### config.mk
export PLATFORM = sky130hd
export DESIGN_NAME = fsk_nco_flat
export DESIGN_NICKNAME = d
export VERILOG_FILES = /design/src/rtl/fsk_nco_pkg.sv /design/src/rtl/fsk_nco_if.sv /design/src/rtl/fsk_phase_acc.sv /design/src/rtl/fsk_nco.sv /design/src/flat_wrapper.sv
export SDC_FILE = /design/constraint.sdc
export NUM_CORES = 1
export LEC_CHECK = 0
export BUFFER_PORTS_ARGS = -buffer_cell sky130_fd_sc_hd__buf_2
export CORE_ASPECT_RATIO = 0.75
export CORE_MARGIN = 2
export CORE_UTILIZATION = 45
export CTS_CLUSTER_DIAMETER = 120
export DETAILED_ROUTE_END_ITERATION = 10
export PLACE_DENSITY = 0.81
export SLEW_MARGIN = 25
export SYNTH_ARGS = -nofsm -noshare
export SYNTH_HDL_FRONTEND = slang
export SYNTH_SLANG_ARGS = --single-unit
### constraint.sdc
create_clock -name clk -period 2.35 [get_ports clk]
set_input_delay 0 -clock clk [delete_from_list [all_inputs] [get_ports clk]]
set_output_delay 0 -clock clk [all_outputs]
set_load 0.05 [all_outputs]
### src/rtl/fsk_nco_pkg.sv
// Shared constants and types for the continuous-phase FSK oscillator.
// PRECISION is the single source of the phase/angle width used by both this
// block and the downstream sine lookup stage.
package fsk_nco_pkg;

    localparam int PRECISION = 25;
    localparam int FSK_SPS_W = 16;

    typedef enum logic {
        FSK_IDLE = 1'b0,
        FSK_RUN  = 1'b1
    } fsk_state_e;

    // Index of the last strobe of a symbol; a zero count behaves like one.
    function automatic logic [31:0] fsk_last_index(input logic [31:0] sps_in);
        logic [31:0] last_s;
        if (sps_in == 32'd0) begin
            last_s = 32'd0;
        end else begin
            last_s = sps_in - 32'd1;
        end
        return last_s;
    endfunction

endpackage

### src/rtl/fsk_nco_if.sv
// Symbol stream handshake into the FSK oscillator: one bit per transfer,
// transfer happens when sym_valid and sym_ready are both high at a clock edge.
interface fsk_nco_if;

    logic sym_valid;
    logic sym_bit;
    logic sym_ready;

    modport master (
        output sym_valid,
        output sym_bit,
        input  sym_ready
    );

    modport slave (
        input  sym_valid,
        input  sym_bit,
        output sym_ready
    );

endinterface

### src/rtl/fsk_phase_acc.sv
// Phase accumulator: adds the increment on each enabled cycle, wrapping
// modulo 2^WIDTH by simply dropping the adder carry. A synchronous clear
// returns the phase to zero.
module fsk_phase_acc #(
    parameter int WIDTH = fsk_nco_pkg::PRECISION
) (
    input  logic             clk,
    input  logic             reset,
    input  logic             en,
    input  logic             clr,
    input  logic [WIDTH-1:0] inc,
    output logic [WIDTH-1:0] phase
);

    // Phase register: clear wins over advance, otherwise hold.
    always_ff @(posedge clk or posedge reset) begin
        if (reset) begin
            phase <= {WIDTH{1'b0}};
        end else if (clr) begin
            phase <= {WIDTH{1'b0}};
        end else if (en) begin
            phase <= phase + inc;
        end else begin
            phase <= phase;
        end
    end

endmodule

### src/rtl/fsk_nco.sv
// Continuous-phase FSK NCO. A one-entry hold register takes symbols from the
// handshake; the core loads the held symbol's frequency word and a strobe
// count, then advances the phase once per sample strobe. When the last strobe
// of a symbol finds the hold register full, the next symbol loads on the same
// edge so back-to-back symbols have no gap sample. Phase is never reset on a
// symbol boundary, which keeps the output phase-continuous.
module fsk_nco #(
    parameter int PRECISION = fsk_nco_pkg::PRECISION,
    parameter int SPS_W     = fsk_nco_pkg::FSK_SPS_W
) (
    input  logic                 clk,
    input  logic                 reset,
    input  logic                 sample_en,
    fsk_nco_if.slave             sym,
    input  logic [PRECISION-1:0] freq0_word,
    input  logic [PRECISION-1:0] freq1_word,
    input  logic [SPS_W-1:0]     sps,
    input  logic                 phase_clr,
    output logic [PRECISION-1:0] angle,
    output logic                 active,
    output logic                 sym_done
);

    import fsk_nco_pkg::*;

    localparam logic [SPS_W-1:0]     CNT_ZERO = {SPS_W{1'b0}};
    localparam logic [SPS_W-1:0]     CNT_ONE  = {{(SPS_W-1){1'b0}}, 1'b1};

    fsk_state_e           state_r;
    fsk_state_e           state_nxt_s;
    logic                 hold_full_r;
    logic                 hold_full_nxt_s;
    logic                 hold_bit_r;
    logic                 hold_bit_nxt_s;
    logic                 ready_r;
    logic                 active_r;
    logic                 sym_done_r;
    logic [PRECISION-1:0] inc_r;
    logic [PRECISION-1:0] inc_nxt_s;
    logic [SPS_W-1:0]     cnt_r;
    logic [SPS_W-1:0]     cnt_nxt_s;
    logic [SPS_W-1:0]     cnt_reload_s;
    logic [31:0]          last_index_s;
    logic                 accept_s;
    logic                 strobe_s;
    logic                 last_s;
    logic                 load_s;
    logic                 clr_s;
    logic [PRECISION-1:0] phase_s;

    // FSM next state plus the load/strobe/clear decisions that depend on it.
    always_comb begin
        state_nxt_s = state_r;
        load_s      = 1'b0;
        clr_s       = 1'b0;
        strobe_s    = 1'b0;
        last_s      = 1'b0;
        case (state_r)
            FSK_IDLE: begin
                if (hold_full_r) begin
                    load_s      = 1'b1;
                    state_nxt_s = FSK_RUN;
                end else begin
                    clr_s       = phase_clr;
                    state_nxt_s = FSK_IDLE;
                end
            end
            FSK_RUN: begin
                strobe_s = sample_en;
                last_s   = sample_en & (cnt_r == CNT_ZERO);
                if (last_s) begin
                    load_s      = hold_full_r;
                    state_nxt_s = hold_full_r ? FSK_RUN : FSK_IDLE;
                end else begin
                    state_nxt_s = FSK_RUN;
                end
            end
            default: begin
                state_nxt_s = FSK_IDLE;
            end
        endcase
    end

    // Datapath next values: hold register, increment and strobe counter.
    always_comb begin
        accept_s     = sym.sym_valid & ready_r;
        last_index_s = fsk_last_index(32'(sps));
        cnt_reload_s = last_index_s[SPS_W-1:0];

        if (load_s) begin
            inc_nxt_s = hold_bit_r ? freq1_word : freq0_word;
        end else begin
            inc_nxt_s = inc_r;
        end

        if (load_s) begin
            cnt_nxt_s = cnt_reload_s;
        end else if (strobe_s && (cnt_r != CNT_ZERO)) begin
            cnt_nxt_s = cnt_r - CNT_ONE;
        end else begin
            cnt_nxt_s = cnt_r;
        end

        // An accept can only coincide with a load when the hold was already
        // empty, so letting the accept win never drops a symbol.
        if (accept_s) begin
            hold_full_nxt_s = 1'b1;
        end else if (load_s) begin
            hold_full_nxt_s = 1'b0;
        end else begin
            hold_full_nxt_s = hold_full_r;
        end

        if (accept_s) begin
            hold_bit_nxt_s = sym.sym_bit;
        end else begin
            hold_bit_nxt_s = hold_bit_r;
        end
    end

    // FSM state register.
    always_ff @(posedge clk or posedge reset) begin
        if (reset) begin
            state_r <= FSK_IDLE;
        end else begin
            state_r <= state_nxt_s;
        end
    end

    // Core, hold register and registered status outputs.
    always_ff @(posedge clk or posedge reset) begin
        if (reset) begin
            hold_full_r <= 1'b0;
            hold_bit_r  <= 1'b0;
            ready_r     <= 1'b1;
            inc_r       <= {PRECISION{1'b0}};
            cnt_r       <= CNT_ZERO;
            active_r    <= 1'b0;
            sym_done_r  <= 1'b0;
        end else begin
            hold_full_r <= hold_full_nxt_s;
            hold_bit_r  <= hold_bit_nxt_s;
            ready_r     <= ~hold_full_nxt_s;
            inc_r       <= inc_nxt_s;
            cnt_r       <= cnt_nxt_s;
            active_r    <= (state_nxt_s == FSK_RUN);
            sym_done_r  <= last_s;
        end
    end

    fsk_phase_acc #(
        .WIDTH (PRECISION)
    ) u_phase_acc (
        .clk   (clk),
        .reset (reset),
        .en    (strobe_s),
        .clr   (clr_s),
        .inc   (inc_r),
        .phase (phase_s)
    );

    assign angle         = phase_s;
    assign active        = active_r;
    assign sym_done      = sym_done_r;
    assign sym.sym_ready = ready_r;

endmodule

### src/flat_wrapper.sv
// flat-port wrapper written by rule: the top's interface ports become plain ports
module fsk_nco_flat import fsk_nco_pkg::*;
#(
    parameter int PRECISION = fsk_nco_pkg::PRECISION,
    parameter int SPS_W     = fsk_nco_pkg::FSK_SPS_W
)
  (clk, reset, sample_en, freq0_word, freq1_word, sps, phase_clr, angle, active, sym_done, sym_sym_valid, sym_sym_bit, sym_sym_ready);
  fsk_nco_if sym_i ();
  input  logic clk;
  input  logic reset;
  input  logic sample_en;
  input  logic [PRECISION-1:0] freq0_word;
  input  logic [PRECISION-1:0] freq1_word;
  input  logic [SPS_W-1:0] sps;
  input  logic phase_clr;
  output logic [PRECISION-1:0] angle;
  output logic active;
  output logic sym_done;
  input wire logic [$bits(sym_i.sym_valid)-1:0] sym_sym_valid;
  input wire logic [$bits(sym_i.sym_bit)-1:0] sym_sym_bit;
  output wire logic [$bits(sym_i.sym_ready)-1:0] sym_sym_ready;
  assign sym_i.sym_valid = sym_sym_valid;
  assign sym_i.sym_bit = sym_sym_bit;
  assign sym_sym_ready = sym_i.sym_ready;
  fsk_nco #(.PRECISION(PRECISION), .SPS_W(SPS_W)) u_core (.clk(clk), .reset(reset), .sample_en(sample_en), .sym(sym_i), .freq0_word(freq0_word), .freq1_word(freq1_word), .sps(sps), .phase_clr(phase_clr), .angle(angle), .active(active), .sym_done(sym_done));
endmodule
# Word-level counts from Yosys, hierarchy flattened
# Cells that the tools add are included.
# classes
addsub	3
n_mux	17
bitwise	4
n_reduce_logical	6
# op_table
op	count
$mux 25	3
$mux 16	3
$logic_not 16->1	2
$sub 16x1->16 const B	2
$add 25x25->25	1
$reduce_bool 16->1	1
$mux 1	9
$pmux 1 s2	2
$reduce_bool 2->1	2
$and 1x1->1	2
$not 1->1	2
$logic_and 1x1->1	1
# word_totals
register_bits	71
inputBits	72
output_inout_bits	28
elab_cells	38

# Longest topological paths before layout
# Gate-level depths: netlist (run 1).
# logic_depth
word_depth	7
depth_mapped	10
mapped_depth_nobuf	10

# By module
# A second synthesis (run 1) with hierarchy kept.
# unflattened
hier_cells	550
hier_area_um2	4987.3
# by_module_without_submodules
mod	instances	cells_each	area_each_um2
fsk_nco	1	290	2746.4
fsk_phase_acc	1	260	2240.9

# Least setup slack after synthesis (run 1)
# OpenSTA, ideal clock, no wires.
# synth_path
path_kind	flip-flop to flip-flop
startpoint	register u_core.u_phase_acc.phase[0]
endpoint	register u_core.u_phase_acc.phase[22]
setup_ps	135
t_arrival_ps	2630
required_ps	2215
path_slack_ps	-414
path_stages_with_launch	11
cell_sequence	dfrtp_1 -> ha_1 -> fa_1 -> a211oi_1 -> o21ai_0 -> nand4b_1 -> nand2_1 -> a221o_1 -> a21oi_1 -> xor2_1 -> o21ai_0
# synth_via
elab_chain_len	3
# synth_rtl
item	line_no	rtl
from (decl)	fsk_phase_acc.sv:12	output logic [WIDTH-1:0] phase
from (signal assigned)	fsk_phase_acc.sv:18	phase <= {WIDTH{1'b0}};
from (signal assigned)	fsk_phase_acc.sv:20	phase <= {WIDTH{1'b0}};
from (signal assigned)	fsk_phase_acc.sv:22	phase <= phase + inc;
$add 25x25->25	fsk_phase_acc.sv:22	
$mux 25	fsk_phase_acc.sv:21	end else if (en) begin
$mux 25	fsk_phase_acc.sv:19	end else if (clr) begin
# Every way passes these cells. The select of a mux whose other input is x is not followed.
# A chain may end at the register's enable or synchronous reset.

# Worst setup path after layout (run 1)
# layout_path
startpoint	register u_core.cnt_r[10]
endpoint	register u_core.cnt_r[9]
# layout_via
elab_chain_len	5
# layout_rtl
item	line_no	rtl
from (decl)	fsk_nco.sv:40	logic [SPS_W-1:0] cnt_r;
from (signal assigned)	fsk_nco.sv:145	cnt_r <= cnt_nxt_s;
$logic_not 16->1	fsk_nco.sv:70	last_s = sample_en & (cnt_r == CNT_ZERO);
$and 1x1->1	fsk_nco.sv:70	
$mux 1	fsk_nco.sv:71	if (last_s) begin
$pmux 1 s2	fsk_nco.sv:58	case (state_r)
$mux 16 / $reduce_bool 2->1 (equally long branches)	n/a	
# Several ways; a longest one is shown, not always the timed one.

==> impl_metrics.tcl, run 1 <==
set metrics [dict create \
    synth.largest_area_cell "dfrtp_1" \
    slew_headroom 0.387 \
    p_per_area_mw_per_mm2 1190 \
    area_growth_pct 44.3 \
    r2r_cells 9 \
    whs_ps -0.688 \
    max_freq_mhz 412 \
    crit_path_max_fanout 7 \
    drt_first_iter_violations 258 \
    hold_viol_final 1 \
    nets 812 \
    tightest_slew_ps 919 \
    synth_cell_types 61 \
    synth_cells 521 \
    worst-setup-path-type "reg -> reg" \
    die_x_um 121 \
    hp-class "in -> reg" \
    synth-seq-cells 71 \
    vias 4795 \
    endpoint_kind "register" \
    htreeDepth 3 \
    ant_nets 0 \
    synth_nets 621 \
    fin_crit_sh 1.03 \
    synth_top_family_by_area "compound AO/OA/AOI/OAI gates" \
    synthXorXnorAreaFrac 0.0680 \
    initial_core_util 0.456 \
    cp_top_family "simple AND/OR/NAND/NOR gates" \
    totalWireLength_um 13600 \
    slew_viol_final 0 \
    muxShareOfSynthArea 0.0607 \
    worstSetupStartpointType "register" \
    synth-compound-area-share 0.198 \
    drc 0 \
    fp.coreArea_mm2 0.0102 \
    pre_cts_ws_ps -138 \
    rows 32 \
    clk_pin_slew_ps 60 \
    gp_congestion 0.928 \
    grt_use_total 0.237 \
    async_flop_share 1.00 \
    cts_tree "done" \
    ir_drop_mv 0.817 \
    top_level_ports 100 \
    critical_path.slowest_cell "or4_4" \
    synth_seq_area_share 0.383 \
    routedWlPerCell_um 16.0 \
    dr.pass1.iters 5 \
    synth_top_area_share 0.378 \
    clk_latency_ps 340 \
    violations "hold timing, setup timing" \
    cpPeakStageDelay_ps 440 \
    setup_viol 6 \
    die-area_mm2 0.0111 \
    syn_avg_cell_area_um2 8.90 \
    grt_max_degree 72 \
    power.leakage_nw 3.13 \
    hold_depth 3 \
    rsz0062_at_grt "yes" \
    stdcell_count 853 \
    place_area_mm2 0.00552 \
    layout_common_cells "buf_2 (100), nand2_1 (85), dfrtp_1 (61)" \
    crit_chain "or3_4 -> or4_4 -> nor4_4 -> buf_4 -> nor2_2 -> buf_6 -> a21oi_4 -> o22ai_2 -> a41oi_2" \
    antenna_found_initial 1 \
    ctsRootBufferMaster "clkbuf_16" \
    fin_crit_ps 2430 \
    cp.required_ps 2600 \
    cp_num_buf_inv 2 \
    grt_pass1_wl_um 21100 \
    grt_pass1_vias 4547 \
    io_buffers 99 \
    status "finished with violations" \
    post_synth_fa_ha_maj_area_fraction 0.0772 \
    final_common_cell "buf_2" \
    synth-simple-area-share 0.177 \
    routed_via_density 5.62 \
    synth_edf_count 0 \
    cp.depth 9 \
    worst_slack_ps -79.0 \
    cts.sinks 71 \
    crit_arrival_ps 2680 \
    finClkSkew_ps 7.66 \
    drive_above_1_share 0.318 \
    clockBufferDepth 2 \
    yosysWarnings 0 \
    globalRouteOverflowTotal 0 \
    synth_flop_cell "dfrtp_1" \
    synth_area_leaders "dfrtp_1 (38%), ha_1 (7.3%), nand2_1 (7.2%), mux2i_1 (5.8%), o21ai_0 (4.0%)" \
    cts_buffers 9 \
    dp_hpwl_um 8800 \
    max_cap_violations 0 \
    fin_area_mm2 0.00669 \
    synthesis.area_mm2 0.00464 \
    dp_cells 768 \
    die_h_um 91.9 \
]
[final cells by class]
class                           count  area [um2]
Fill cell                         743        3480
Multi-Input combinational cell    417        2990
Sequential cell                    71        1790
Timing Repair Buffer              199        1410
Clock buffer                       14         274
Tap cell                          136         170
Inverter                           14        52.6
Clock inverter                      1        5.00
Antenna cell                        1        2.50
[worst min-delay path: stages]
cell     delay (ps)
buf_2            80
mux2i_1          70
o21ai_1         140
[sequential cells by signal, indices dropped and copies added (netlist names)]
| name | flops |
|---|---|
| u_core.cnt_r | 16 |
| u_core.hold_bit_r | 1 |
| u_core.hold_full_r | 1 |
| u_core.inc_r | 25 |
| u_core.state_r | 1 |
| u_core.sym.sym_ready | 1 |
| u_core.sym_done | 1 |
| u_core.u_phase_acc.phase | 25 |
[power by group]
group | switching, mW | internal [mW] | total (mW) | leakage, nW
clock | 0.505 | 0.794 | 1.30 | 0.139
combinational | 2.67 | 1.96 | 4.63 | 2.15
sequential | 0.421 | 1.64 | 2.06 | 0.847
[Yosys cell counts, types with 2 or more instances]
library cell	number
o21bai_1	3
o211ai_1	2
dfrtp_1	70
nand2_1	89
o22ai_1	4
a22o_1	2
o21ai_1	20
o21a_1	2
or3_1	3
nor2_1	39
ha_1	27
buf_2	4
a21oi_1	31
or4_1	3
buf_6	5
xor2_1	15
xnor2_1	21
a21o_1	7
a221o_1	2
a31oi_1	7
and3_1	3
mux2i_1	27
o21ai_0	37
nand2b_1	4
a211oi_1	9
nand3_1	4
nor3_1	13
o31ai_1	10
inv_1	14
nand4_1	5
clkbuf_1	9
[cells by family (layout without fill, tap and decap cells)]
group	after synthesis	after routing
simple gates	177	177
xor+xnor	36	36
flops	71	71
mux	28	28
fa+ha+maj	28	28
buf+inv	33	228
compound gates	148	148
other cells	0	1
[per-layer routing]
metal	part of all wire	track usage	wire, um	vias up
met5	0	0	0	-
met4	0.030	0.0891	412	0
met3	0.061	0.0498	826	52
met2	0.48	0.393	6600	186
met1	0.43	0.304	5800	2289
li1	-	-	-	2268
[path summary, 6_finish.rpt]
| kind | from | to | slack [ps] |
|---|---|---|---|
| min in group asynchronous | reset | u_core.cnt_r[1]$_DFFE_PP0P_ | 470 |
| min | freq0_word[21] | u_core.inc_r[21]$_DFFE_PP0P_ | -0.7 |
| min reg2reg | u_core.inc_r[5]$_DFFE_PP0P_ | u_core.inc_r[5]$_DFFE_PP0P_ | 490 |
| max in group asynchronous | reset | u_core.u_phase_acc.phase[11]$_DFFE_PP0P_ | 1200 |
| max reg2reg | u_core.cnt_r[10]$_DFFE_PP0P_ | u_core.cnt_r[9]$_DFFE_PP0P_ | -80 |
| max | u_core.cnt_r[10]$_DFFE_PP0P_ | u_core.cnt_r[9]$_DFFE_PP0P_ | -80 |
[timing repair]
item                                    4_1_cts  5_1_grt
gates resized for setup                      10       40
cloned                                        0        1
hold buffers                                 50        1
endpoints found under the setup margin       43       23
endpoints found under the hold margin        98        1
pin swaps                                     9       24
buffers inserted                              8        9
[per-stage QoR]
stage	power, mW	util	hold WS (ps)	setup TNS, ps
after floorplan	4.88	-	99.5	-68.3
after global placement	5.82	0.542	237	-190
after detailed placement	5.96	0.542	243	-1540
after CTS	7.61	0.631	2.28	-13.3
after global routing	8.50	0.658	5.94	-1740
final	7.99	0.658	-0.688	-216
(Power assumes the default switching activity.)
==> run 2: changes to the inputs <==
--- a/constraint.sdc
+++ b/constraint.sdc
@@ -3,2 +3,2 @@
 set_output_delay 0 -clock clk [all_outputs]
-set_load 0.05 [all_outputs]
+set_load 0.01 [all_outputs]
==> run 2 against run 1 <==
Net effect: the flow still finishes with violations (hold timing, setup timing); sequential share of layout area barely moved; die area did not move; final area fell by 0.52%; core utilization fell by 0.34 points; worst hold slack got worse by 31 ps; count of clock-buffer cells in the layout fell by 5; critical path depth rose by 2; fmax rose by 0.20%; clock skew fell by 2.2 ps; total power fell by 3.8%; largest power group unchanged; sequential power fell by 2%; routed wire length rose by 6.7%.
==> impl_metrics.tcl, run 2 (synthesized netlist as in run 1, its figures left out) <==
set metrics [dict create \
    die_h_um 91.9 \
    cp.required_ps 2550 \
    grt_max_degree 51 \
    rsz0062_at_grt "yes" \
    slew_headroom 0.483 \
    finClkSkew_ps 5.46 \
    status "finished with violations" \
    p_per_area_mw_per_mm2 1150 \
    crit_arrival_ps 2630 \
    hold_viol_final 3 \
    antenna_found_initial 0 \
    stdcell_count 850 \
    area_growth_pct 43.6 \
    n_fill_cell 755 \
    globalRouteOverflowTotal 0 \
    layout_common_cells "buf_2 (99), nand2_1 (87), dfrtp_1 (70)" \
    fin_area_mm2 0.00666 \
    routedWlPerCell_um 17.1 \
    grt_pass1_vias 4743 \
    grt_pass1_wl_um 22200 \
    die_x_um 121 \
    power.leakage_nw 3.15 \
    insertedDiodeCount 0 \
    r2r_setup_slack_ps -70 \
    drt_first_iter_violations 375 \
    tightest_slew_ps 775 \
    rr_startpoint "u_core.u_phase_acc.phase[0]$_DFFE_PP0P_" \
    ctsRootBufferMaster "clkbuf_16" \
    top_level_ports 100 \
    hold_start "freq1_word[22]" \
    htreeDepth 3 \
    crit_path_max_fanout 4 \
    fin_crit_ps 2420 \
    endpoint_kind "register" \
    clk_pin_slew_ps 60 \
    max_freq_mhz 413 \
    drc 0 \
    reg_top3 "u_core.inc_r: 25 flops, u_core.u_phase_acc.phase: 25 flops, u_core.cnt_r: 16 flops" \
    clockBufferDepth 2 \
    clk_latency_ps 340 \
    worstReg2RegEnd "u_core.u_phase_acc.phase[18]$_DFFE_PP0P_" \
    ir_drop_mv 0.578 \
    dp_hpwl_um 8940 \
    slew_viol_final 0 \
    worstSetupStartpointType "register" \
    cts.sinks 71 \
    vias 4887 \
    place_area_mm2 0.00556 \
    rows 32 \
    cts_buffers 9 \
    dp_cells 778 \
    io_buffers 99 \
    finish.utilization 0.655 \
    final_common_cell "buf_2" \
    fin_crit_sh 1.03 \
    routed_via_density 5.75 \
    nets 810 \
    hold_depth 3 \
    fp.coreArea_mm2 0.0102 \
    worst-setup-path-type "reg -> reg" \
    violations "hold timing, setup timing" \
    hp-class "in -> reg" \
    worst_slack_ps -74.1 \
    setup_viol 36 \
    whs_ps -31.6 \
    r2r_cells 11 \
    cts_tree "done" \
    grt_use_total 0.247 \
    initial_core_util 0.456 \
    holdPathEnd "u_core.inc_r[22]$_DFFE_PP0P_" \
    total_power_mw 7.69 \
    totalWireLength_um 14600 \
    ant_nets 0 \
    drive_above_1_share 0.303 \
    die-area_mm2 0.0111 \
    max_cap_violations 0 \
    gp_congestion 0.940 \
    dr.pass1.iters 5 \
]
run 2: worst max-delay path, cell delays in order (launching register included):
cell and delay [ps]:
dfrtp_1 410, ha_2 210, fa_2 350, a211oi_2 270, o21ai_2 90, nand4b_1 150, nand2_2 90, buf_6 150
o2bb2ai_2 120, a31oi_1 230, xor2_1 150, o21ai_0 80
run 2: worst max path at each step:
stage / endpoint / slack [ps] / cells past startpoint / startpoint
after floorplan: u_core.u_phase_acc.phase[22]$_DFFE_PP0P_ / -20 / 10 / u_core.u_phase_acc.phase[0]$_DFFE_PP0P_
after global placement: u_core.cnt_r[8]$_DFFE_PP0P_ / 3 / 10 / u_core.cnt_r[10]$_DFFE_PP0P_
after detailed placement: u_core.u_phase_acc.phase[18]$_DFFE_PP0P_ / -110 / 11 / u_core.inc_r[0]$_DFFE_PP0P_
after CTS: u_core.u_phase_acc.phase[18]$_DFFE_PP0P_ / -20 / 11 / u_core.u_phase_acc.phase[0]$_DFFE_PP0P_
after global routing: u_core.u_phase_acc.phase[11]$_DFFE_PP0P_ / -230 / 9 / u_core.u_phase_acc.phase[1]$_DFFE_PP0P_
final: u_core.u_phase_acc.phase[18]$_DFFE_PP0P_ / -70 / 11 / u_core.u_phase_acc.phase[0]$_DFFE_PP0P_
run 2: timing repair:
| item | in CTS | in global routing |
|---|---|---|
| endpoints found under the hold margin | 60 | 0 |
| buffers inserted | 6 | 5 |
| endpoints found under the setup margin | 45 | 53 |
| hold buffers | 45 | 0 |
| pin swaps | 8 | 26 |
| gates resized for setup | 9 | 40 |
| cloned | 0 | 1 |
run 2: metrics by stage:
stage / worst slack, ps / TNS [ps]
after CTS: -16.8 / -44.5
final: -74.1 / -902
after global routing: -227 / -5180
after global placement: 2.77 / 0
after floorplan: -16.6 / -16.6
after detailed placement: -110 / -833
run 2: layout make-up:
| cell class | instances | area [um2] | area share |
|---|---|---|---|
| inverter | 14 | 52.6 | 0.00789 |
| clock buffer | 9 | 225 | 0.0338 |
| multi-input combinational | 417 | 2930 | 0.440 |
| sequential | 71 | 1780 | 0.267 |
| tap | 136 | 170 | 0.0256 |
| timing repair buffer | 197 | 1390 | 0.209 |
| clock inverter | 6 | 110 | 0.0165 |
run 2: metal layers:
| layer | share of wire | global-route usage |
|---|---|---|
| met4 | 0.044 | 0.104 |
| met5 | 0 | 0 |
| met1 | 0.42 | 0.313 |
| met2 | 0.48 | 0.411 |
| met3 | 0.064 | 0.0491 |
run 2: report_power, final:
part / switching (mW) / internal, mW / leakage, nW / total [mW]
Clock: 0.525 / 1.03 / 0.158 / 1.55
Combinational: 2.17 / 1.95 / 2.14 / 4.12
Sequential: 0.390 / 1.63 / 0.857 / 2.02
==> run 3: changes to the inputs <==
Settings changed: CTS_CLUSTER_SIZE from default to 25, GPL_TIMING_DRIVEN from default to 0.
==> run 3 against run 2 <==
Net effect: the flow still finishes with violations (hold timing, setup timing); critical path type unchanged; sequential share of layout area fell by 1.6 points; critical endpoint is now u_core.u_phase_acc.phase[24]$_DFFE_PP0P_; final area is 6.6% higher; sequential power up 4%; first-iteration DRC count grew 36%; count of clock-buffer cells in the layout is 3 higher; fmax decreased by 6.7%; clock power is 8% lower; register-to-register slack worse by 170 ps; global-route usage increased by 1.4 points; routed wire length up 22%.
==> impl_metrics.tcl, run 3 (synthesized netlist as in run 1, its figures left out) <==
set metrics [dict create \
    startpoint "u_core.inc_r[14]$_DFFE_PP0P_" \
    totalWireLength_um 17800 \
    r2r_cells 9 \
    htreeDepth 3 \
    die_x_um 121 \
    fp.coreArea_mm2 0.0102 \
    drive_above_1_share 0.353 \
    grt_pass1_vias 4981 \
    pre_cts_ws_ps -234 \
    violations "hold timing, setup timing" \
    io_buffers 99 \
    drt_first_iter_violations 509 \
    grt_pass1_wl_um 23200 \
    clk_latency_ps 350 \
    slew_viol_final 0 \
    hold_viol_final 1 \
    n_fill_cell 644 \
    grt_max_degree 53 \
    crit_arrival_ps 2820 \
    rsz0062_at_grt "yes" \
    layout_common_cells "buf_2 (102), dfrtp_1 (70), nand2_1 (60)" \
    insertedDiodeCount 0 \
    hp-class "in -> reg" \
    grt_use_total 0.261 \
    crit_path_max_fanout 5 \
    ant_nets 0 \
    routedWlPerCell_um 20.8 \
    dr.pass1.iters 7 \
    max_freq_mhz 385 \
    cts_tree "done" \
    fin_crit_ps 2600 \
    p_per_area_mw_per_mm2 1090 \
    cpPeakStageDelay_ps 470 \
    die_h_um 91.9 \
    rr_startpoint "u_core.inc_r[14]$_DFFE_PP0P_" \
    endpoint_kind "register" \
    setup_viol 46 \
    die-area_mm2 0.0111 \
    ir_drop_mv 0.638 \
    r2r_setup_slack_ps -250 \
    power.leakage_nw 3.24 \
    gp_congestion 0.967 \
    worstReg2RegEnd "u_core.u_phase_acc.phase[24]$_DFFE_PP0P_" \
    critical_path.slowest_cell "ha_1" \
    rows 32 \
    finClkSkew_ps 10.9 \
    vias 5423 \
    reg_top3 "u_core.inc_r: 25 flops, u_core.u_phase_acc.phase: 25 flops, u_core.cnt_r: 16 flops" \
    area_growth_pct 53.0 \
    crit_chain "ha_1 -> nand2_1 -> o21ai_1 -> a21o_1 -> nand2b_1 -> o221ai_2 -> xor2_1 -> a21oi_1 -> o22ai_1" \
    fin_area_mm2 0.00710 \
    worst-setup-path-type "reg -> reg" \
    dp_hpwl_um 9060 \
    routed_via_density 6.34 \
    clk_pin_slew_ps 70 \
    antenna_found_initial 0 \
    fin_crit_sh 1.11 \
    whs_ps -7.22 \
    final_common_cell "buf_2" \
    worst_slack_ps -248 \
    ctsRootBufferMaster "clkbuf_16" \
    worstSetupStartpointType "register" \
    globalRouteOverflowTotal 0 \
    tightest_slew_ps 847 \
    status "finished with violations" \
    place_area_mm2 0.00536 \
    top_level_ports 100 \
    drc 0 \
    clockBufferDepth 2 \
    endpoint "u_core.u_phase_acc.phase[24]$_DFFE_PP0P_" \
    cp.required_ps 2570 \
    nets 815 \
    slew_headroom 0.435 \
    max_cap_violations 0 \
    cts_buffers 9 \
    cts.sinks 71 \
    initial_core_util 0.456 \
    total_power_mw 7.73 \
]
-- run 3: cell types whose count changed in the layout (fill, tap and decap cells not counted), moves of 4 or more --
cell	before	now
buf_4	47	20
clkbuf_1	0	9
clkbuf_16	9	14
dlygate4sd3_1	45	56
nand2_1	87	60
nand2_2	1	8
nand2_4	1	21
o21ai_1	26	13
o21ai_2	2	18
o31ai_2	4	8
-- run 3: report_power, final --
part / internal (mW) / switching [mW]
clock: 0.873 / 0.560
combinational: 1.87 / 2.34
sequential: 1.62 / 0.471
-- run 3: layer usage --
metal	wire, um	part of all wire	vias to the layer above	track usage
met1	6540	0.37	2562	0.318
met4	1060	0.059	0	0.104
li1	-	-	2259	-
met3	1850	0.10	145	0.0628
met5	0	0	-	0
met2	8350	0.47	457	0.446
-- run 3: through the flow --
stage	hold WS [ps]	util	TNS, ps	std cells
3_5_place_dp	-30.1	0.527	-7470	757
5_1_grt	19.9	0.698	-8700	855
2_1_floorplan	99.5	-	-16.6	521
4_1_cts	3.77	0.632	-189	842
3_3_place_gp	244	0.524	-21540	756
6_report	-7.22	0.698	-5010	855
-- run 3: what timing repair did --
item                                    CTS  global route
buffers inserted                         14             9
hold buffers                             56             0
pin swaps                                17            38
endpoints found under the hold margin   103             0
resized for setup                        19           127
endpoints found under the setup margin   50            54
gates cloned                              0             5
-- run 3: layout make-up --
| type | instances | area (um2) | share of cell area |
|---|---|---|---|
| clock inverter | 3 | 42.5 | 0.00599 |
| multi-input combinational | 417 | 3240 | 0.456 |
| clock buffer | 12 | 256 | 0.0361 |
| buffer | 19 | 174 | 0.0245 |
| timing repair buffer | 183 | 1380 | 0.195 |
| inverter | 14 | 55.1 | 0.00776 |
| sequential | 71 | 1780 | 0.251 |
| tap | 136 | 170 | 0.0240 |
-- run 3: worst max-delay path: cells and delay by family (launching register included) --
family          cells  cell delay (ps)
compound gates      5             1020
fa+ha+maj           1              470
flops               1              440
simple gates        2              360
xor+xnor            1              180
-- run 3: worst min-delay path by stage --
stage                         from                            end  slack (ps)  depth (start not counted)
floorplan                   sps[0]    u_core.cnt_r[0]$_DFFE_PP0P_         100                          1
global placement       sym_sym_bit  u_core.hold_bit_r$_DFFE_PP0P_         240                          2
detailed placement           reset    u_core.inc_r[0]$_DFFE_PP0P_         -30                          2
CTS                 freq1_word[24]   u_core.inc_r[24]$_DFFE_PP0P_           4                          3
global route        freq1_word[20]   u_core.inc_r[20]$_DFFE_PP0P_          20                          3
finish              freq1_word[24]   u_core.inc_r[24]$_DFFE_PP0P_          -7                          3
